File: config.mk
export PLATFORM = sky130hd
export DESIGN_NAME = imm_gen_stage
export DESIGN_NICKNAME = d
export VERILOG_FILES = /design/src/rtl/imm_gen_stage.sv
export SDC_FILE = /design/constraint.sdc
export NUM_CORES = 1
export LEC_CHECK = 0
export BUFFER_PORTS_ARGS = -buffer_cell sky130_fd_sc_hd__buf_2
export CAP_MARGIN = 25
export CORE_ASPECT_RATIO = 0.9
export CORE_MARGIN = 1.5
export CORE_UTILIZATION = 60
export DETAILED_ROUTE_END_ITERATION = 6
export PLACE_DENSITY = 0.83
export SLEW_MARGIN = 25
export SYNTH_ARGS = -nofsm -noshare
export SYNTH_HDL_FRONTEND = slang
export SYNTH_SLANG_ARGS = --single-unit
File: constraint.sdc
create_clock -name clk -period 6.16 [get_ports clk]
set_input_delay 0.308 -clock clk [delete_from_list [all_inputs] [get_ports clk]]
set_output_delay 0.308 -clock clk [all_outputs]
set_load 0.01 [all_outputs]
File: src/rtl/imm_gen_stage.sv
`default_nettype none
// ============================================================================
//  Module   : imm_gen_stage
//  Purpose  : RV32I/RV64I immediate extraction and extension, queued in a
//             small valid/ready FIFO between decode and execute.
//  Revision : 1.0  initial release
// ============================================================================
module imm_gen_stage #(
    parameter int XLEN  = 32,
    parameter int DEPTH = 2
) (
    input  logic                       clk,
    input  logic                       rstn,
    input  logic                       flush,
    input  logic                       in_valid,
    output logic                       in_ready,
    input  logic [2:0]                 imm_src,
    input  logic [24:0]                instr,
    output logic                       out_valid,
    input  logic                       out_ready,
    output logic [XLEN-1:0]            imm_ext,
    output logic                       imm_err,
    output logic [$clog2(DEPTH+1)-1:0] count
);

    localparam int c_PW = $clog2(DEPTH);
    localparam int c_CW = $clog2(DEPTH + 1);
    localparam logic [c_PW-1:0] c_LAST = c_PW'(DEPTH - 1);
    localparam logic [c_CW-1:0] c_FULL = c_CW'(DEPTH);

    logic [XLEN-1:0] r_mem_imm [DEPTH];
    logic            r_mem_err [DEPTH];
    logic [c_PW-1:0] r_wr_ptr;
    logic [c_PW-1:0] r_rd_ptr;
    logic [c_CW-1:0] r_count;
    logic [XLEN-1:0] r_imm_ext;
    logic            r_imm_err;

    logic            w_push;
    logic            w_pop;
    logic [c_PW-1:0] w_wr_next;
    logic [c_PW-1:0] w_rd_next;
    logic [c_CW-1:0] w_count_next;
    logic [31:0]     w_imm32;
    logic            w_sext;
    logic [5:0]      w_shamt;
    logic [XLEN-1:0] w_ext;
    logic            w_err;

    // instr carries bits [31:7] of the instruction, so bit b sits at instr[b-7]
    generate
        if (XLEN == 64) begin : g_shamt64
            assign w_shamt = instr[18:13];
        end else begin : g_shamt32
            assign w_shamt = {1'b0, instr[17:13]};
        end
    endgenerate

    always_comb begin
        w_imm32 = '0;
        w_sext  = 1'b0;
        case (imm_src)
            3'd0: begin
                w_imm32 = {{20{instr[24]}}, instr[24:13]};
                w_sext  = 1'b1;
            end
            3'd1: begin
                w_imm32 = {{20{instr[24]}}, instr[24:18], instr[4:0]};
                w_sext  = 1'b1;
            end
            3'd2: begin
                w_imm32 = {{19{instr[24]}}, instr[24], instr[0], instr[23:18], instr[4:1], 1'b0};
                w_sext  = 1'b1;
            end
            3'd3: begin
                w_imm32 = {instr[24:5], 12'b0};
                w_sext  = 1'b1;
            end
            3'd4: begin
                w_imm32 = {{11{instr[24]}}, instr[24], instr[12:5], instr[13], instr[23:14], 1'b0};
                w_sext  = 1'b1;
            end
            3'd5:    w_imm32 = {26'b0, w_shamt};
            3'd6:    w_imm32 = {27'b0, instr[12:8]};
            default: w_imm32 = '0;
        endcase
    end

    assign w_ext = w_sext ? XLEN'($signed(w_imm32)) : XLEN'(w_imm32);
    assign w_err = (imm_src == 3'd7);

    assign in_ready  = (r_count != c_FULL);
    assign out_valid = (r_count != '0);
    assign imm_ext   = r_imm_ext;
    assign imm_err   = r_imm_err;
    assign count     = r_count;

    assign w_push    = in_valid && in_ready;
    assign w_pop     = out_valid && out_ready;
    assign w_wr_next = (r_wr_ptr == c_LAST) ? '0 : r_wr_ptr + 1'b1;
    assign w_rd_next = (r_rd_ptr == c_LAST) ? '0 : r_rd_ptr + 1'b1;

    always_comb begin
        w_count_next = r_count;
        case ({w_push, w_pop})
            2'b10:   w_count_next = r_count + 1'b1;
            2'b01:   w_count_next = r_count - 1'b1;
            default: w_count_next = r_count;
        endcase
    end

    always_ff @(posedge clk) begin
        if (!rstn) begin
            r_wr_ptr  <= '0;
            r_rd_ptr  <= '0;
            r_count   <= '0;
            r_imm_ext <= '0;
            r_imm_err <= 1'b0;
            for (int i = 0; i < DEPTH; i++) begin
                r_mem_imm[i] <= '0;
                r_mem_err[i] <= 1'b0;
            end
        end else if (flush) begin
            r_wr_ptr <= '0;
            r_rd_ptr <= '0;
            r_count  <= '0;
        end else begin
            if (w_push) begin
                r_mem_imm[r_wr_ptr] <= w_ext;
                r_mem_err[r_wr_ptr] <= w_err;
                r_wr_ptr            <= w_wr_next;
            end
            if (w_pop) begin
                r_rd_ptr <= w_rd_next;
            end
            r_count <= w_count_next;
            // Head register tracks the next entry; a new entry landing on the
            // next head slot this cycle is taken straight from the extender.
            if (w_push && (r_count == '0)) begin
                r_imm_ext <= w_ext;
                r_imm_err <= w_err;
            end else if (w_pop && (w_count_next != '0)) begin
                if (w_push && (r_wr_ptr == w_rd_next)) begin
                    r_imm_ext <= w_ext;
                    r_imm_err <= w_err;
                end else begin
                    r_imm_ext <= r_mem_imm[w_rd_next];
                    r_imm_err <= r_mem_err[w_rd_next];
                end
            end
        end
    end

endmodule
`default_nettype wire

## Yosys cells after proc, flatten, opt, wreduce, memory -nomap -nowiden

Memory sizes are Yosys's and may differ from the RTL's.
Cells that the tools add are included.

| cells by class | value |
|---|---|
| add/subtract/negate cells | 4 |
| multipliers | 0 |
| div/mod/pow operators | 0 |
| order comparisons | 0 |
| equality and inequality tests | 11 |
| shift operators | 0 |
| multiplexer cells | 21 |
| bitwise gates (word level) | 2 |
| reduce and logical (&&, ||, !) cells | 14 |

Operators by type and width:

| kind | count |
|---|---|
| $pmux W32 S7 | 1 |
| $mux W32 | 4 |
| $reduce_or A32 Y1 | 1 |
| $mux W1 | 15 |
| $eq A3 B3 Y1 const B | 4 |
| $eq A3 B2 Y1 const B | 2 |
| $reduce_bool A2 Y1 | 3 |
| $logic_and A1 B1 Y1 | 5 |
| $pmux W2 S2 | 1 |
| $eq A3 B1 Y1 const B | 1 |
| $logic_not A3 Y1 | 1 |
| $add A1 B1 Y1 const B | 2 |
| $add A2 B1 Y2 const B | 1 |
| $eq A2 B1 Y1 const B | 1 |
| $eq A2 B2 Y1 const B | 1 |
| $logic_not A2 Y1 | 1 |
| $ne A2 B2 Y1 const B | 1 |
| $not A1 Y1 | 2 |
| $reduce_and A2 Y1 | 1 |
| $reduce_or A2 Y1 | 1 |
| $sub A2 B1 Y2 const B | 1 |
| $eq A1 B1 Y1 | 1 |
| $reduce_or A1 Y1 | 1 |

| storage, ports and cells | value |
|---|---|
| register bits | 37 |
| bits in latches | 0 |
| bits in writable memories | 66 |
| memory bits (read-only) | 0 |
| input bits | 33 |
| output and inout bits | 37 |
| logic and storage cells | 59 |
| memories | 2 |

Memories:

| name | words | width | read ports | clocked after memory_dff | wr ports | line | source |
|---|---|---|---|---|---|---|---|
| r_mem_imm | 2 | 32 | 1 | 0 | 2 | 31 | `logic [XLEN-1:0] r_mem_imm [DEPTH];` |
| r_mem_err | 2 | 1 | 1 | 0 | 2 | 32 | `logic r_mem_err [DEPTH];` |

## Logic depth before layout (Yosys ltp)

Gate-level depths: netlist of the first run.

| logic depth | value |
|---|---|
| depth after elaboration | 8 |
| gate-level depth with buffers | 9 |
| gate-level depth less buffers | 7 |

## Least setup slack after synthesis of the first run

Ideal clock, no wire load.

| path | value |
|---|---|
| kind | register to register |
| start | register r_count[0] (netlist: count[0]) |
| end | register r_imm_ext[22] (netlist: imm_ext[22]) |
| setup time | 89 ps |
| arrival time | 2317 ps |
| required time | 6071 ps |
| slack | 3755 ps |
| cell stages (with the launch flop) | 10 |
| period minus slack after synthesis | 2405 ps |
| cell sequence | dfxtp_1 buf_4 or2_2 and2_1 ha_1 nor4bb_1 a211o_1 nor2_2 buf_4 a311oi_2 |

| between the ends | value |
|---|---|
| word-level cells in the longest chain between the ends | 8 |
| elaborated cells on any way between the ends | 19 |

RTL lines:

| element | line | source |
|---|---|---|
| from (decl) | 35 | `logic [c_CW-1:0] r_count;` |
| from (signal assigned) | 136 | `r_count <= w_count_next;` |
| $reduce_bool A2 Y1 (*) | 93 | `assign out_valid = (r_count != '0);` |
| net out_valid | 19 | `output logic out_valid,` |
| $logic_and A1 B1 Y1 (*) | 99 | `assign w_pop = out_valid && out_ready;` |
| net w_pop | 40 | `logic w_pop;` |
| $eq A2 B1 Y1 or $eq A2 B2 Y1 (tied branches) | 105 | `case ({w_push, w_pop})` |
| $pmux W2 S2 | 105 |  |
| $reduce_bool A2 Y1 | 142 | `end else if (w_pop && (w_count_next != '0)) begin` |
| $logic_and A1 B1 Y1 (*) | 142 |  |
| $reduce_bool A2 Y1 (no source line) (*) | n/a |  |
| $reduce_and A2 Y1 (no source line) (*) | n/a |  |
| to (signal assigned) | 140 | `r_imm_ext <= w_ext;` |
| to (signal assigned) | 144 | `r_imm_ext <= w_ext;` |
| to (signal assigned) | 147 | `r_imm_ext <= r_mem_imm[w_rd_next];` |
| to (decl) | 36 | `logic [XLEN-1:0] r_imm_ext;` |

The timed path passes the listed nets; every way through them passes the cells marked *. The select of a mux whose other input is x is not followed.
A chain may end at the register's enable or synchronous reset.

## Worst setup path after layout of the first run

| path | value |
|---|---|
| start | register r_count[0] (netlist: count[0]) |
| end | register r_imm_ext[1] (netlist: imm_ext[1]) |

| between the ends | value |
|---|---|
| word-level cells in the longest chain between the ends | 8 |
| elaborated cells on any way between the ends | 19 |

RTL lines:

| element | line |
|---|---|
| $ne A2 B2 Y1 or $reduce_bool A2 Y1 (tied branches) | 92, 93 |
| $logic_and A1 B1 Y1, on equally long branches | 98, 99 |
| $eq A2 B1 Y1 or $eq A2 B2 Y1 (tied branches) | 105 |
| $pmux W2 S2 | 105 |
| $reduce_bool A2 Y1 | 142 |
| $logic_and A1 B1 Y1 | 142 |
| $reduce_bool A2 Y1 (no source line) | n/a |
| $reduce_and A2 Y1 (no source line) | n/a |

Several ways; a longest one is shown, not always the timed one. The select of a mux whose other input is x is not followed.

==> metrics, run 1 <==
Async S/R FF share, synth 0%; crit path launch type flop; hold_buf cts 0; DRC Markers 0; Int Pwr 1049 uW; via count 4,113; skew final 0.01070 ns; Fmax achieved 273.8 MHz; Reg2Reg Capture Point imm_ext[1]$_SDFFE_PN0P_; Synth-to-Final Area Change 9.698%; Total Routed Length 12.42 mm; Primary FF master, synth edfxtp_1; maximum number of pins on one net before global-route repair 42; Nets 561; Final Hold Fails 0; Register Area 0.002703 mm2; crit path from count[0]$_SDFF_PP0_; Reg-to-Reg Start count[0]$_SDFF_PP0_; family with the most delay on the worst path simple AND/OR/NAND/NOR gates; Vias/cell between 6 and 7; global-route wire length before repair 19.58 mm; yosys warns 0; outcome completed; sink of the worst hold path r_mem_imm[1][9]$_SDFFCE_PN0P_; HPWL Detailed 8.360 mm; Layout Cells excl Fill 651; grt ovf 0; Slew Limit Fails 0; CTS sink cnt 103; initial antenna violation count 0; Post-synth EDFFs between 60 and 70; relative slew slack 30.27%; sw frac 27.90%; max cap viols 0; Routability Congestion 0.8216; Pwr Density 252.1 mW/mm2; fillers 652; FP Rows 32; DR pass1 iterations 5; placed cell count 635; Syn Inst Count 487; area of the multi-input gates 0.002317 mm2; PortBufs just under 70; hold path depth 2; Post-synth top cells nor2_1, edfxtp_1, dfxtp_1; r2r worst-path depth 7; CP Cell Sequence nand2b_1, nand2_1, ha_1, nor4bb_1, a211oi_2, nand3_2, o32ai_1; post-cts sizing count 0; GR Util All Layers 27.74%; Setup TNS 0 ns; most common cell in the netlist nor2_1; Die W 101.7 um; initial drt markers 252; worst slew pin tran 1.041 ns; Max Root-Sink Buffers 2; Clock transition at path regs 0.10 ns; number of synthesized register bits 103; largest cells by area after synthesis edfxtp_1, dfxtp_1, nor2_1; Final Critical Period between 3 and 4 ns; Root Driver clkbuf_8; Synth top area share a little over a third; final worst path period share 59.28%; Diodes inserted 0; TritonCTS clock tree done; P_sw 406.2 uW; Routed Antenna Nets 0; wire per inst roughly 19 um; core region area 0.008528 mm2; final setup fails 0; cell area after synthesis 0.005264 mm2; Mapped Nets between 500 and 600; Setup CP Type reg -> reg; leak pwr 0.002172 uW; Hold Path Class in -> reg; clock latency on the worst-skew pair between 0.3 and 0.4 ns; hold_sp instr[22]; Flop pwr share 54.1%; layout cells sized above 1 24.06%; WP buf/inv 0; cell at the slowest stage of the critical path nand3_2; I/O Pins 70; R2R setup slack ~2.5 ns; die height 91.86 um; library cells used by synthesis 57; CP arrival 3.91 ns; Crit path largest cell delay 0.72 ns; post-synthesis sequential area ratio 51.34%; top cell type by total area after synthesis edfxtp_1; worst vdd ir 0.1146 mV; unrepaired setup endpoints after global routing no; Syn Area/Cell between 10 and 15 um2; WP data required 6.42 ns; H-tree depth 3; Clock power frac 30.2%; Max FO, Critical Path 21; vias in the first global route 3,778; Die Area 0.009344 mm2; Logic pwr share 15.7%; initial core utilization 61.72%; CP endpoint kind flop; CTS Buf Count 9; post-CTS setup buffers 0
[cells in the final DEF, fill, tap and decap left out, types with 2 or more instances in the layout]
master     count
o21ai_1        5
nor4bb_1      11
and4b_1       10
nor2b_1       14
and2_1        13
mux2_1         2
o22ai_1        5
a21oi_1       12
a311oi_2      10
mux2_4         9
a211oi_1      20
o2bb2ai_1      4
clkinv_4       3
o21ai_0        9
a32o_1         4
xor2_1         2
and3_1        11
mux2i_1       12
clkbuf_8       9
inv_1          5
nor3_1         4
a31oi_1        8
buf_4          5
nor2_1        75
nand3_1        3
a22oi_1       11
dfxtp_1       39
o22ai_2        7
buf_2         69
edfxtp_1      64
nand2b_1       9
o32ai_1       10
nand2_1       28
xnor2_1        3
[layout make-up]
type / instances / area share [%]
Timing Repair Buffer: 74 / 6.631
Clock inverter: 7 / 1.387
Inverter: 5 / 0.3250
Clock buffer: 9 / 2.145
Multi-Input combinational cell: 334 / 40.13
Sequential cell: 103 / 46.80
Tap cell: 119 / 2.579
[worst max-delay path by stage]
stage / cells after the start / slack, ns / end
after floorplan: 9 / 3.75 / imm_ext[22]$_SDFFE_PN0P_
after global placement: 7 / 2.62 / imm_ext[9]$_SDFFE_PN0P_
after detailed placement: 7 / 2.20 / imm_ext[9]$_SDFFE_PN0P_
after CTS: 7 / 2.16 / imm_ext[1]$_SDFFE_PN0P_
after global routing: 7 / 2.23 / imm_ext[1]$_SDFFE_PN0P_
final: 7 / 2.51 / imm_ext[1]$_SDFFE_PN0P_
[state kept, by name, summed over array words and instances, names as in the netlist]
signal     count
count          2
imm_err        1
imm_ext       32
r_mem_err      2
r_mem_imm     64
r_rd_ptr       1
r_wr_ptr       1
[worst reg2reg max path, delay by kind of cell, from the launching register on]
| kind | cells | cell delay [ns] |
|---|---|---|
| and+or+nand+nor | 4 | 1.39 |
| AOI/OAI and AO/OA | 2 | 1.18 |
| DFF | 1 | 0.58 |
| adders and majority gates | 1 | 0.40 |
[power groups by stage]
stage               Clock (uW)  Combinational [uW]  Sequential (uW)
floorplan                    0                 156              806
global placement             0                 218              801
detailed placement           0                 226              803
CTS                        440                 227              787
global route               475                 248              791
finish                     440                 228              787
[layer usage]
metal | wire [um] | global-route usage, %
met1 | 5298 | 40.62
met2 | 5934 | 41.83
met3 | 1061 | 5.869
met4 | 121 | 7.523
met5 | 0 | 0
[per-stage QoR]
| step | worst slack, ns | hold WS (ns) | total power [uW] | instance area, um2 | util [%] |
|---|---|---|---|---|---|
| global route | 2.234 | 0.2535 | 1514 | 5774 | 67.71 |
| global placement | 2.618 | 0.4526 | 1019 | 5565 | 65.26 |
| floorplan | 3.755 | 0.4524 | 962.4 | 5264 | - |
| finish | 2.508 | 0.2636 | 1456 | 5774 | 67.71 |
| CTS | 2.156 | 0.2502 | 1453 | 5769 | 67.65 |
| detailed placement | 2.195 | 0.4574 | 1029 | 5565 | 65.26 |
[cell families after synthesis]
group | Yosys count | synth area share, %
simple gates | 186 | 18.64
compound gates | 116 | 18.21
flops | 103 | 51.34
buf+inv | 50 | 4.730
mux | 24 | 5.491
xor+xnor | 6 | 1.141
fa+ha+maj | 2 | 0.4516
No activity file was read; power rests on OpenSTA's default activity.
==> run 2: changes to the inputs <==
--- a/config.mk
+++ b/config.mk
@@ -9,9 +9,9 @@
 export CAP_MARGIN = 25
 export CORE_ASPECT_RATIO = 0.9
 export CORE_MARGIN = 1.5
-export CORE_UTILIZATION = 60
+export CORE_UTILIZATION = 52
 export DETAILED_ROUTE_END_ITERATION = 6
-export PLACE_DENSITY = 0.83
+export PLACE_DENSITY = 0.76
 export SLEW_MARGIN = 25
 export SYNTH_ARGS = -nofsm -noshare
 export SYNTH_HDL_FRONTEND = slang
==> constraint.sdc (replaced) <==
create_clock -name clk -period 3 [get_ports clk]
set_input_delay 0.15 -clock clk [delete_from_list [all_inputs] [get_ports clk]]
set_output_delay 0.15 -clock clk [all_outputs]
set_load 0.01 [all_outputs]
==> metrics, run 2 (same netlist as run 1, synthesis figures left out) <==
skew final 0.008409 ns (-0.002293 ns); Root Driver clkbuf_8; H-tree depth 3 (unchanged); r2r worst-path depth 9 (+2); TritonCTS clock tree done; Pwr Density 505.6 mW/mm2 (+100%); hold_ws 0.1047 ns (-0.1589 ns); Flop pwr share 54.1% (about the same); crit path launch type flop; CP endpoint kind flop; GR Util All Layers 24.64% (-3.1 points); met2 usage in global routing 37.16% (-4.7 points); initial antenna violation count 0 (unchanged); Top Usage Layer GRT met2; final worst path period share 88.98% (+30 points); fillers 808 (+24%); Setup CP Type reg -> reg; Reg-to-Reg Start count[0]$_SDFF_PP0_; M1 GR Usage 36.00% (-4.6 points); Final Hold Fails 0 (unchanged); outcome completed; initial core utilization 54.03% (-7.7 points); leak pwr 0.002239 uW (+3.1%); Nets 574 (+2.3%); PortBufs 69 (unchanged); most frequent cells in the layout nor2_1, buf_2, edfxtp_1; WP data required 3.27 ns (-3.15 ns); worst slew pin tran 0.7987 ns (-0.2424 ns); P_sw 825.5 uW (+100%); layout cells sized above 1 25.69% (+1.6 points); Max Root-Sink Buffers 2 (unchanged); Biggest register r_mem_imm; global-route wire length before repair 20.26 mm (+3.5%); vias in the first global route 3,961 (+4.8%); sw frac 27.65% (-0.26 points); Fmax achieved 374.6 MHz (+37%); CTS Buf Count 9 (unchanged); Die W 109.1 um (+7.2%); unrepaired setup endpoints after global routing no; Clock transition at path regs 0.10 ns (about the same); most common cell after layout, fill and taps aside nor2_1; Clock power frac 29.4% (-0.8 points); post-CTS setup buffers 0 (unchanged); initial drt markers 330 (+31%); Int Pwr 2160 uW (+110%); I/O Pins 70 (unchanged); Max FO, Critical Path 21 (unchanged); Routed Antenna Nets 0 (unchanged); max cap viols 0 (unchanged); met3 Track Usage GR 3.638% (-2.2 points); Final Critical Period 2.669 ns (-0.9823 ns); Setup TNS 0 ns (unchanged); hold_sp instr[22]; Vias/cell 6.137 (-2.9%); final setup fails 0 (unchanged); Logic pwr share 16.5% (+0.8 points); Hold Path Class in -> reg; Die Area 0.01074 mm2 (+15%); relative slew slack 46.51% (+16 points); maximum number of pins on one net before global-route repair 42 (unchanged); worst vdd ir 0.2083 mV (+82%); Routability Congestion 0.8669 (+5.5%); FP Rows 34 (+6.3%); wire per inst 18.93 um (-0.74%); grt ovf 0 (unchanged); max reg flops 64 (unchanged); R2R setup slack 0.33 ns (-2.18 ns); HPWL Detailed 8.576 mm (+2.6%); die height 98.45 um (+7.2%); sink of the worst hold path r_mem_imm[1][9]$_SDFFCE_PN0P_; CP arrival 2.94 ns (-0.97 ns); total chip power 2986 uW (+110%); DRC Markers 0 (unchanged); Reg2Reg Capture Point imm_ext[1]$_SDFFE_PN0P_; hold path depth 2 (unchanged); post-layout util 60.62% (-7.1 points); CTS sink cnt 103 (unchanged); clock latency on the worst-skew pair 0.37 ns (about the same); DR pass1 iterations 5 (unchanged); Diodes inserted 0 (unchanged); via count 4,118 (+0.12%); core region area 0.009742 mm2 (+14%); Slew Limit Fails 0 (unchanged); Total Routed Length 12.70 mm (+2.3%); Synth-to-Final Area Change 12.19%
-- run 2: critical path: stages, from the launching register on --
cell and delay (ns):
dfxtp_1 0.34, or2_2 0.28, and2_1 0.18, ha_1 0.32, nor4bb_1 0.08, buf_4 0.14, a211oi_4 0.49, nand3_1 0.15
buf_4 0.26, o32ai_1 0.33
-- run 2: worst max path at each step --
stage | start | to | depth (start not counted)
floorplan | count[0]$_SDFF_PP0_ | imm_ext[22]$_SDFFE_PN0P_ | 9
global placement | count[1]$_SDFF_PP0_ | imm_ext[1]$_SDFFE_PN0P_ | 8
detailed placement | count[0]$_SDFF_PP0_ | imm_ext[11]$_SDFFE_PN0P_ | 8
CTS | count[0]$_SDFF_PP0_ | imm_ext[1]$_SDFFE_PN0P_ | 8
global route | count[0]$_SDFF_PP0_ | imm_ext[7]$_SDFFE_PN0P_ | 9
finish | count[0]$_SDFF_PP0_ | imm_ext[1]$_SDFFE_PN0P_ | 9
-- run 2: through the flow --
stage | std cells | setup slack, ns | cell area (um2)
6_report | 671 | 0.3306 | 5906
5_1_grt | 671 | 0.1851 | 5906
4_1_cts | 671 | 0.05592 | 5893
3_5_place_dp | 655 | 0.09946 | 5697
3_3_place_gp | 655 | 0.1738 | 5697
2_1_floorplan | 487 | 0.5949 | 5264
-- run 2: power groups by stage --
stage / clock network, uW / logic, uW / registers [uW]
after floorplan: 0 / 321 / 1660
after global placement: 0 / 470 / 1640
after detailed placement: 0 / 486 / 1650
after CTS: 888 / 487 / 1610
after global routing: 943 / 534 / 1620
final: 879 / 493 / 1610
-- run 2: metal layers --
metal	wire, um	vias to the layer above
met5	0	-
met4	262	0
met3	1008	21
met2	5712	185
met1	5720	1991
li1	-	1921
-- run 2: layout make-up --
type	count	area (um2)	share of cell area, %
Inverter	5	18.77	0.3178
Clock inverter	7	72.57	1.229
Timing Repair Buffer	87	505.5	8.559
Tap cell	126	157.7	2.669
Clock buffer	9	123.9	2.097
Multi-Input combinational cell	334	2325	39.36
Sequential cell	103	2703	45.76
-- run 2: what timing repair did --
action	4_1_cts	5_1_grt
resized for setup	0	1
hold buffers	0	0
endpoints found under the setup margin	0	1
==> run 3: changes to the inputs <==
--- a/config.mk
+++ b/config.mk
@@ -9,9 +9,10 @@
 export CAP_MARGIN = 25
 export CORE_ASPECT_RATIO = 0.9
 export CORE_MARGIN = 1.5
-export CORE_UTILIZATION = 52
+export CORE_UTILIZATION = 54
+export CTS_BUF_LIST = sky130_fd_sc_hd__clkbuf_2
 export DETAILED_ROUTE_END_ITERATION = 6
-export PLACE_DENSITY = 0.76
+export PLACE_DENSITY = 0.78
 export SLEW_MARGIN = 25
 export SYNTH_ARGS = -nofsm -noshare
 export SYNTH_HDL_FRONTEND = slang
==> metrics, run 3 (same netlist as run 1, synthesis figures left out) <==
CP arrival 3.31 ns (+0.37 ns); Setup TNS 0 ns (unchanged); CP dominant cell by count buf_4; Final Hold Fails 0 (unchanged); via count 4,135 (+0.41%); initial drt markers 279 (-15%); Total Routed Length 12.85 mm (+1.1%); most frequent cells in the layout nor2_1, buf_2, edfxtp_1; global-route wire length before repair 20.53 mm (+1.3%); Clock transition at path regs 0.26 ns (+0.16 ns); most common cell after layout, fill and taps aside nor2_1; Hold Path Class in -> reg; max cap viols 0 (unchanged); Critical Path Stages 9 (unchanged); DR pass1 iterations 7 (+2); initial antenna violation count 0 (unchanged); post-layout util 63.60% (+3.0 points); GR Util All Layers 25.34% (+0.70 points); Max Root-Sink Buffers 2 (unchanged); Root Driver clkbuf_2; CP Capture Point imm_ext[3]$_SDFFE_PN0P_; clock latency on the worst-skew pair 0.56 ns (+0.19 ns); CP Cell Sequence or2_2, and2_1, ha_1, nor4bb_1, buf_4, a211oi_2, nand3_1, buf_4, o32ai_1; Nets 586 (+2.1%); Reg2Reg Capture Point imm_ext[3]$_SDFFE_PN0P_; H-tree depth 3 (unchanged); CP endpoint kind flop; Vias/cell 6.090 (-0.77%); PortBufs 69 (unchanged); Clock power frac 23.7% (-5.7 points); placed cell count 654 (-0.15%); max reg flops 64 (unchanged); Pwr Density 470.4 mW/mm2 (-7.0%); violated checks design-rule violations; Int Pwr 1983 uW (-8.2%); pre-CTS WS 0.2145 ns (+0.1151 ns); worst slew pin tran 0.8185 ns (+0.01973 ns); vias in the first global route 3,896 (-1.6%); CTS Buf Count 9 (unchanged); Diodes inserted 0 (unchanged); Slew Limit Fails 0 (unchanged); Max FO, Critical Path 21 (unchanged); Die Area 0.01035 mm2 (-3.6%); wire per inst 18.92 um (about the same); final worst path period share 94.40% (+5.4 points); crit path from count[0]$_SDFF_PP0_; WP data required 3.48 ns (+0.21 ns); I/O Pins 70 (unchanged); Reg-to-Reg Start count[0]$_SDFF_PP0_; P_sw 796.8 uW (-3.5%); unrepaired setup endpoints after global routing no; Routed Antenna Nets 0 (unchanged); worst vdd ir 0.2539 mV (+22%); CTS sink cnt 103 (unchanged); layout cells sized above 1 25.85% (+0.16 points); DRC Markers 1 (+1); Setup CP Type reg -> reg; HPWL Detailed 8.651 mm (+0.87%); core region area 0.009290 mm2 (-4.6%); cell at the slowest stage of the critical path a211oi_2; crit path launch type flop; final setup fails 0 (unchanged); Synth-to-Final Area Change 12.24% (about the same); relative slew slack 45.34% (-1.2 points); hold path depth 4 (+2); sw frac 28.67% (+1.0 points); family with the most delay on the worst path compound AO/OA/AOI/OAI gates; Final Critical Period 2.832 ns (+0.1625 ns); Biggest register r_mem_imm; WP buf/inv 2 (unchanged); Flop pwr share 58.1% (+4.0 points); Logic pwr share 18.1% (+1.6 points); Final Instance Area 0.005908 mm2 (about the same); Die W 107.1 um (-1.8%); FP Rows 33 (-2.9%); leak pwr 0.002262 uW (+1.0%); Post-Place Cell Area 0.005707 mm2 (+0.18%); r2r worst-path depth 9 (unchanged); R2R setup slack 0.17 ns (-0.16 ns); Final WS setup 0.1681 ns (-0.1625 ns); Crit path largest cell delay 0.64 ns (+0.15 ns); Layout Cells excl Fill 679 (+1.2%); grt ovf 0 (unchanged); Fmax achieved 353.1 MHz (-5.7%); maximum number of pins on one net before global-route repair 42 (unchanged); outcome finished, violations left; skew final 0.01972 ns (+0.01131 ns); die height 96.67 um (-1.8%); TritonCTS clock tree done; initial core utilization 56.66% (+2.6 points); Routability Congestion 0.8229 (-5.1%)
==> run 3: changes by cell type in the layout (fill, tap and decap cells not counted), moves of 2 or more <==
cell	change
clkbuf_2	+11
clkbuf_8	-9
dlygate4sd3_1	+9
buf_4	+4
clkinv_4	-2
==> run 3: area by class of cell <==
type | instances | area, um2
fill | 746 | 3382
sequential | 103 | 2703
multi-input combinational | 334 | 2317
timing repair buffer | 99 | 605.6
tap | 122 | 152.6
clock inverter | 5 | 56.30
clock buffer | 11 | 55.05
inverter | 5 | 18.77
==> run 3: worst register-to-register path, cell delays in order (launching register included) <==
cell,delay [ns]
dfxtp_1,0.38
or2_2,0.28
and2_1,0.19
ha_1,0.33
nor4bb_1,0.08
buf_4,0.13
a211oi_2,0.64
nand3_1,0.15
buf_4,0.27
o32ai_1,0.32
==> run 3: how the worst min path moves through the flow <==
stage | start | to | slack, ns
final | in_valid | r_wr_ptr$_SDFFE_PP0P_ | 0.08
after floorplan | instr[23] | r_mem_imm[0][10]$_SDFFCE_PN0P_ | 0.35
after CTS | in_valid | r_wr_ptr$_SDFFE_PP0P_ | 0.07
after global placement | rstn | imm_err$_SDFFE_PN0P_ | 0.44
after global routing | in_valid | r_wr_ptr$_SDFFE_PP0P_ | 0.06
after detailed placement | rstn | imm_err$_SDFFE_PN0P_ | 0.44
==> run 3: per-layer routing <==
layer  track usage [%]  part of all wire, %  vias to the layer above  routed length, um
li1                  -                    -                     1938                  -
met1             37.22                   44                     1983               5599
met2             39.20                   47                      201               6086
met3             4.919                  8.2                       13               1055
met4             5.026                 0.83                        0                107
met5                 0                    0                        -                  0
==> run 3: timing repair <==
item / in CTS / in global routing
endpoints found under the hold margin: 25 / 0
buffers inserted: 0 / 0
setup endpoints to repair: 0 / 0
hold buffers: 9 / 0
resized for setup: 0 / 0
==> run 3: metrics by stage <==
stage / power (uW) / hold slack [ns]
after floorplan: 1976 / 0.3482
after global placement: 2113 / 0.4433
after detailed placement: 2134 / 0.4394
after CTS: 2764 / 0.07393
after global routing: 2881 / 0.06091
final: 2779 / 0.08149
==> run 3: power by group through the flow <==
stage          Combinational [uW]  Sequential (uW)  Clock (uW)
6_report                      504             1620         660
5_1_grt                       544             1620         714
4_1_cts                       499             1610         650
3_5_place_dp                  490             1640           0
3_3_place_gp                  471             1640           0
2_1_floorplan                 321             1660           0
